<file path="src/rtl/eq4_sweep_driver.sv">
// Purpose : operand sweeper for the 4-bit equality comparator. Drives every
//           (a,b) pair onto the slider bus with load strobes, samples res2 and
//           keeps match/error counts plus a sticky pass flag.
// Latency : 3+SETTLE cycles per pair; 2^(2*WIDTH)*(3+SETTLE)+1 cycles from
//           the start edge to the done pulse (1281 with the defaults).
// Backpressure: none; the comparator is assumed to settle within SETTLE cycles.
//
// Ports:
//   clock, reset_n      rising-edge clock, async active-low reset
//   start               level, only looked at while idle
//   res2                comparator equality result
//   n0, p1, p2          operand bus and n1/n2 load strobes (registered)
//   busy, done, pass    sweep status; done is a one-cycle pulse
//   eq_count            pairs sampled with res2=1
//   err_count           pairs where res2 disagreed with a==b
//   fail_pair           {a,b} of the first failing pair
//
// Build option: define EQ4_SWEEP_STOP_ON_ERR_EN to end the sweep at the
// first mismatching pair instead of running all pairs.

module eq4_sweep_driver #(
  parameter int WIDTH  = 4,
  parameter int SETTLE = 2
) (
  input  logic               clock,
  input  logic               reset_n,
  input  logic               start,
  input  logic               res2,
  output logic [WIDTH-1:0]   n0,
  output logic               p1,
  output logic               p2,
  output logic               busy,
  output logic               done,
  output logic               pass,
  output logic [2*WIDTH:0]   eq_count,
  output logic [2*WIDTH:0]   err_count,
  output logic [2*WIDTH-1:0] fail_pair
);

  localparam int PW = 2 * WIDTH;
  localparam int CW = PW + 1;
  // WAIT counts down from SETTLE-1 to 0, giving exactly SETTLE cycles.
  localparam logic [3:0] WAIT_INIT = 4'(SETTLE - 1);

  typedef enum logic [2:0] {
    S_IDLE,
    S_LOAD_A,
    S_LOAD_B,
    S_WAIT,
    S_SAMPLE,
    S_DONE
  } state_t;

  state_t            state_q, state_d;
  logic [PW-1:0]     pair_q, pair_d;
  logic [3:0]        wait_q, wait_d;
  logic [WIDTH-1:0]  n0_q, n0_d;
  logic              p1_q, p1_d;
  logic              p2_q, p2_d;
  logic              busy_q, busy_d;
  logic              done_q, done_d;
  logic              pass_q, pass_d;
  logic [CW-1:0]     eq_q, eq_d;
  logic [CW-1:0]     err_q, err_d;
  logic [PW-1:0]     fail_q, fail_d;

  logic [WIDTH-1:0]  a_w, b_w, a_next_w;
  logic [PW-1:0]     pair_inc_w;
  logic              mism_w;
  logic              stop_w;

  assign a_w        = pair_q[PW-1:WIDTH];
  assign b_w        = pair_q[WIDTH-1:0];
  assign pair_inc_w = pair_q + PW'(1);
  assign a_next_w   = pair_inc_w[PW-1:WIDTH];
  assign mism_w     = res2 != (a_w == b_w);

`ifdef EQ4_SWEEP_STOP_ON_ERR_EN
  assign stop_w = (&pair_q) | mism_w;
`else
  assign stop_w = &pair_q;
`endif

  // Outputs are computed for the state being entered, so every output is a
  // flop and n0 is already stable for the whole cycle its strobe is high.
  always_comb begin
    state_d = state_q;
    pair_d  = pair_q;
    wait_d  = wait_q;
    n0_d    = n0_q;
    p1_d    = 1'b0;
    p2_d    = 1'b0;
    busy_d  = busy_q;
    done_d  = 1'b0;
    pass_d  = pass_q;
    eq_d    = eq_q;
    err_d   = err_q;
    fail_d  = fail_q;

    case (state_q)
      S_IDLE: begin
        if (start) begin
          eq_d    = '0;
          err_d   = '0;
          pass_d  = 1'b0;
          fail_d  = '0;
          busy_d  = 1'b1;
          n0_d    = a_w;
          p1_d    = 1'b1;
          state_d = S_LOAD_A;
        end
      end
      S_LOAD_A: begin
        n0_d    = b_w;
        p2_d    = 1'b1;
        state_d = S_LOAD_B;
      end
      S_LOAD_B: begin
        wait_d  = WAIT_INIT;
        state_d = S_WAIT;
      end
      S_WAIT: begin
        if (wait_q == 4'd0) begin
          state_d = S_SAMPLE;
        end else begin
          wait_d = wait_q - 4'd1;
        end
      end
      S_SAMPLE: begin
        eq_d = eq_q + CW'(res2);
        if (mism_w) begin
          err_d = err_q + CW'(1);
          // Only the first failure of a sweep is recorded.
          if (err_q == '0) begin
            fail_d = pair_q;
          end
        end
        if (stop_w) begin
          done_d  = 1'b1;
          pass_d  = (err_d == '0);
          state_d = S_DONE;
        end else begin
          pair_d  = pair_inc_w;
          n0_d    = a_next_w;
          p1_d    = 1'b1;
          state_d = S_LOAD_A;
        end
      end
      S_DONE: begin
        busy_d  = 1'b0;
        pair_d  = '0;
        state_d = S_IDLE;
      end
      default: begin
        state_d = S_IDLE;
      end
    endcase
  end

  always_ff @(posedge clock or negedge reset_n) begin
    if (!reset_n) begin
      state_q <= S_IDLE;
      pair_q  <= '0;
      wait_q  <= '0;
      n0_q    <= '0;
      p1_q    <= 1'b0;
      p2_q    <= 1'b0;
      busy_q  <= 1'b0;
      done_q  <= 1'b0;
      pass_q  <= 1'b0;
      eq_q    <= '0;
      err_q   <= '0;
      fail_q  <= '0;
    end else begin
      state_q <= state_d;
      pair_q  <= pair_d;
      wait_q  <= wait_d;
      n0_q    <= n0_d;
      p1_q    <= p1_d;
      p2_q    <= p2_d;
      busy_q  <= busy_d;
      done_q  <= done_d;
      pass_q  <= pass_d;
      eq_q    <= eq_d;
      err_q   <= err_d;
      fail_q  <= fail_d;
    end
  end

  assign n0        = n0_q;
  assign p1        = p1_q;
  assign p2        = p2_q;
  assign busy      = busy_q;
  assign done      = done_q;
  assign pass      = pass_q;
  assign eq_count  = eq_q;
  assign err_count = err_q;
  assign fail_pair = fail_q;

endmodule

</file>
<file path="config.mk">
export PLATFORM = sky130hd
export DESIGN_NAME = eq4_sweep_driver
export DESIGN_NICKNAME = d
export VERILOG_FILES = /design/src/rtl/eq4_sweep_driver.sv
export SDC_FILE = /design/constraint.sdc
export NUM_CORES = 1
export LEC_CHECK = 0
export CAP_MARGIN = 5
export CORE_ASPECT_RATIO = 1.75
export CORE_UTILIZATION = 30
export DETAILED_ROUTE_END_ITERATION = 16
export PLACE_DENSITY_LB_ADDON = 0.2
export SYNTH_ARGS = -nofsm -noshare
export SYNTH_HDL_FRONTEND = slang
export SYNTH_SLANG_ARGS = --single-unit
</file>
<file path="constraint.sdc">
create_clock -name clock -period 2.2 [get_ports clock]
set_input_delay 0.44 -clock clock [delete_from_list [all_inputs] [get_ports clock]]
set_output_delay 0.44 -clock clock [all_outputs]
set_load 0.02 [all_outputs]
</file>
# After elaboration in Yosys (flattened, before gate mapping)
# Index checks and enable logic that the tools add are counted.
# W data, S select, Z words.
# classes
eq_ne,14
muxes,31
n_shift,0
n_mul,0
n_addsub,4
n_bitwise,0
n_lt_le_gt_ge,0
reduce_logical,18
n_div,0
# op_table
op,n
$pmux W9 S2,2
$mux W8,4
$pmux W8 S2,2
$mux W9,3
$logic_not A9 Y1,2
$pmux W3 S5,1
$ne A2 B2 Y1 const B,7
$mux W4,3
$pmux W4 S3,1
$reduce_and A2 Y1,5
$add A9 B1 Y9,1
$add A9 B1 Y9 const B,1
$mux W3,3
$add A8 B1 Y8 const B,1
$mux W1,8
$pmux W4 S2,1
$reduce_and A8 Y1,1
$reduce_bool A2 Y1,4
$eq A3 B2 Y1 const B,2
$eq A3 B3 Y1 const B,2
$pmux W1 S2,3
$reduce_and A3 Y1,2
$eq A4 B4 Y1,1
$logic_not A4 Y1,1
6 further kinds,6
# totals
reg_bits,50
output_inout_bits,35
n_memories,0
input_bits,4
latchBits,0
mem_bits_ro,0
mem_bits_rw,0

# Depth between registers and ports, before layout
# Gate-level depths: netlist (run 1).
# logic_depth
depth_word,7
ltp_mapped,9
mapped_depth_nobuf,8

# Worst setup path after synthesis (run 1)
# OpenSTA, ideal clock, no wires.
# synth_timing
path_type,register -> register
start,"reg err_q[5], in the netlist err_count[5]"
end,"reg fail_q[0], in the netlist fail_pair[0]"
path_stages_with_launch,5
arrival_ps,1919
n_path_buf,1
path_slack_ps,201
setup_ps,79
t_required_ps,2121
period_less_slack_ps,1999
path_cell_list,dfrtp_1 -> clkbuf_1 -> or4b_2 -> nor3_4 -> mux2i_1
# synth_via
elab_chain_cells,3
# synth_lines
element,line,rtl
start: declaration,64,"logic [CW-1:0] err_q, err_d;"
start signal: assignment,185,err_q <= err_d;
$logic_not A9 Y1,134,if (err_q == '0) begin
$ne A2 B2 Y1 (no line),n/a,
$reduce_and A4 Y1 (no line),n/a,
end signal: assignment,186,fail_q <= fail_d;
end: declaration,65,"logic [PW-1:0] fail_q, fail_d;"
# Every way passes these cells.
# A chain may end at the register's enable or synchronous reset.

# Worst setup path after layout (run 1)
# layout_timing
start,"reg err_q[3], in the netlist err_count[3]"
end,out err_count[3]
# layout_rtl
element,line,rtl
end: declaration,36,"output logic [2*WIDTH:0] err_count,"
# No word-level cell between the ends.

==> metrics.txt, run 1 <==
Avg WL per Cell ~15 um; Yosys top cell area share between 40% and 50%; DRC 0; status complete, no violations; Core Rows 46; Pins Over Slew Limit 0; # IOs 39; DR iter-0 viols 91; Die Wd between 70 and 80 um; R2R setup slack ~260 ps; pin count of the biggest net entering global routing 27; Max Cap Violations 0; H-tree depth 2; Die H 129.4 um; Worst Path Required 1760 ps; Met2 Routed Length slightly below 4 mm; Seq/Total Area, Yosys between 40% and 50%; worst-path cell chain clkdlybuf4s50_1; HPWL after detailed placement between 5 and 6 mm; critical register-to-register path startpoint pair_q[1]$_DFFE_PN0P_; vias in the first global route between 2,000 and 2,500; total wire length 6.952 mm; core region area 9036 um2; Starting Density a little under a third; Mapped Area 2780 um2; CP delay by family, top buffers and inverters; Post-synth EDFFs 0; Clock Pin Slew Worst Setup and Hold Paths roughly 70 ps; total setup buffers inserted after CTS 0; largest family of logic cells by synthesized area simple AND/OR/NAND/NOR gates; post-synthesis mux area share 2.880%; largest stage delay on the critical path ~670 ps; Tmin final about 2000 ps; CTS max path bufs 2; post-cts sizing count 0; CTS tree built; pwr/cell area ~660 nW/um2; Clock Skew slightly below 9 ps; Antenna Cells 0; CP Buf/Inv Count 1; ys async rst share 100.0%; Crit path arrival time roughly 1500 ps; hold_buf cts 0; RSZ-0062 raised after global routing no; CP Launch Type register; post-route cell area 3593 um2; simple-gate area share of the yosys netlist about 23%; Synth area leader dfrtp_1; xor/xnor share of the synthesized area about 4.7%; WL met3 around 220 um; setup violators final 0; Syn. warnings 0; FF-to-FF path depth 9; HP Class in -> async; Crit Path Category reg -> out; FMAX between 0.5 and 0.6 GHz; Clock Tree Root clkbuf_16; Synth Area per Inst approximately 9.1 um2; number of port buffers 38; M1 WL 2.720 mm; syn nets around 320; Synth Area in Compound Gates ~16%; via count between 2,000 and 2,500; number of buffers created by CTS 5; R2R Path End n0[2]$_DFFE_PN0P_; distinct cell type count after synthesis 53; Sink Count 50; Synth top cells by count dfrtp_1 (50), nand2_1 (34), o21ai_0 (22), nand3_1 (20), nor2_1 (18); top-count cell post-synth dfrtp_1; highest metal used met4; fin crit share 88.80%; CP max-delay cell clkdlybuf4s50_1; crit-path max FO 11; Power, Total between 2 and 2.5 mW; largest cells by area after synthesis dfrtp_1 (45%), nand2_1 (4.6%), o21ai_0 (4.0%); final setup TNS 0 ps; Area Overhead vs Synth 29.25%; Final Hold Viols 0; Most used DFF post-synth dfrtp_1; initial antenna violation count 0; Vias/cell around 5; #FFs+latches synth 50; number of iterations in the first detailed-routing pass 7; die area 9672 um2; Final ANT Viol Nets 0; Max rail drop VDD between 0.0003 and 0.0004 V; grt ovf 0; Total Nets Final ~370; max_slew headroom roughly 70%; first-pass GRT wire length about 12 mm; setup ws final between 200 and 250 ps; worst slew pin tran approximately 450 ps; Placer Congestion just over 0.8; Cells after Synth ~310; Setup Slack @ Placement roughly 98 ps; placed inst area ~3500 um2; layout cells sized above 1 a little over an eighth; crit path capture type output port; gr usage total between 10% and 20%; post-synthesis adder-cell area fraction 2.700%; Pleak between 1.5 and 2 nW; Clk Latency, worst-skew pair slightly below 300 ps
==> cell type report <==
cell class / count / area, um2
fill: 941 / 5443
tap: 120 / 150.1
sequential: 50 / 1251
clock buffer: 6 / 128.9
multi-input combinational: 218 / 1369
timing repair buffer: 67 / 630.6
clock inverter: 1 / 7.507
inverter: 15 / 56.30
==> cells in the final DEF, fill, tap and decap left out, types with 3 or more instances in the layout <==
master	count
nor2_1	18
ha_1	6
buf_4	26
clkbuf_16	5
o21ai_1	12
nand4_1	5
nand2_1	34
o21ai_0	22
nor3_1	7
mux2i_1	8
nand3_1	20
o31ai_1	5
nand2b_1	3
a21oi_1	13
nor4_1	3
and3_1	11
xnor2_1	9
buf_12	3
a31oi_1	3
clkdlybuf4s50_1	37
and2_1	4
inv_1	14
a41oi_1	3
dfrtp_1	50
==> cells by family after synthesis <==
family	Yosys count
AO/OA/AOI/OAI	71
XOR/XNOR	12
adder cells (fa/ha/maj)	6
buffers and inverters	37
flip-flops	50
multiplexers	8
AND/OR/NAND/NOR	121
==> metal layers <==
layer / up-vias / GRT usage (%)
li1: 1175 / -
met1: 1129 / 17.86
met2: 60 / 29.04
met3: 12 / 2.100
met4: 0 / 6.548
met5: - / 0
==> worst max path at each step <==
stage | start | endpoint | slack [ps] | cells after the start
2_1_floorplan | err_count[5]$_DFFE_PN0P_ | fail_pair[0]$_DFFE_PN0P_ | 200 | 4
3_3_place_gp | res2 | eq_count[8]$_DFFE_PN0P_ | 110 | 7
3_5_place_dp | res2 | eq_count[8]$_DFFE_PN0P_ | 100 | 7
4_1_cts | err_count[6]$_DFFE_PN0P_ | err_count[6] | 240 | 1
5_1_grt | pair_q[1]$_DFFE_PN0P_ | n0[2]$_DFFE_PN0P_ | 50 | 9
6_report | err_count[3]$_DFFE_PN0P_ | err_count[3] | 250 | 1
==> sequential cells by signal, summed over array words and instances, names as in the netlist <==
name       flops
p2             1
pair_q         8
pass           1
state_q        3
n0             4
p1             1
eq_count       9
fail_pair      8
busy           1
wait_q         4
done           1
err_count      9
==> stage by stage <==
step / util [%] / instances / hold WS (ps)
after detailed placement: 38.26 / 470 / 333.0
after global routing: 39.77 / 477 / 34.84
final: 39.77 / 477 / 16.89
after global placement: 38.26 / 470 / 336.1
after floorplan: - / 305 / 144.4
after CTS: 39.77 / 477 / 18.74
==> power by group <==
part / internal, mW / switching [mW] / leakage [nW]
Clock: 0.416 / 0.332 / 0.0629
Sequential: 0.995 / 0.0933 / 0.654
Combinational: 0.254 / 0.273 / 0.801
Total: 1.66 / 0.699 / 1.52
No activity file was read; power rests on OpenSTA's default activity.
==> inputs of run 2 (changes only) <==
ABC_AREA = 0   (was default)
==> results of run 2 <==
The final DEF is identical to that of run 1; final timing and power are the same.
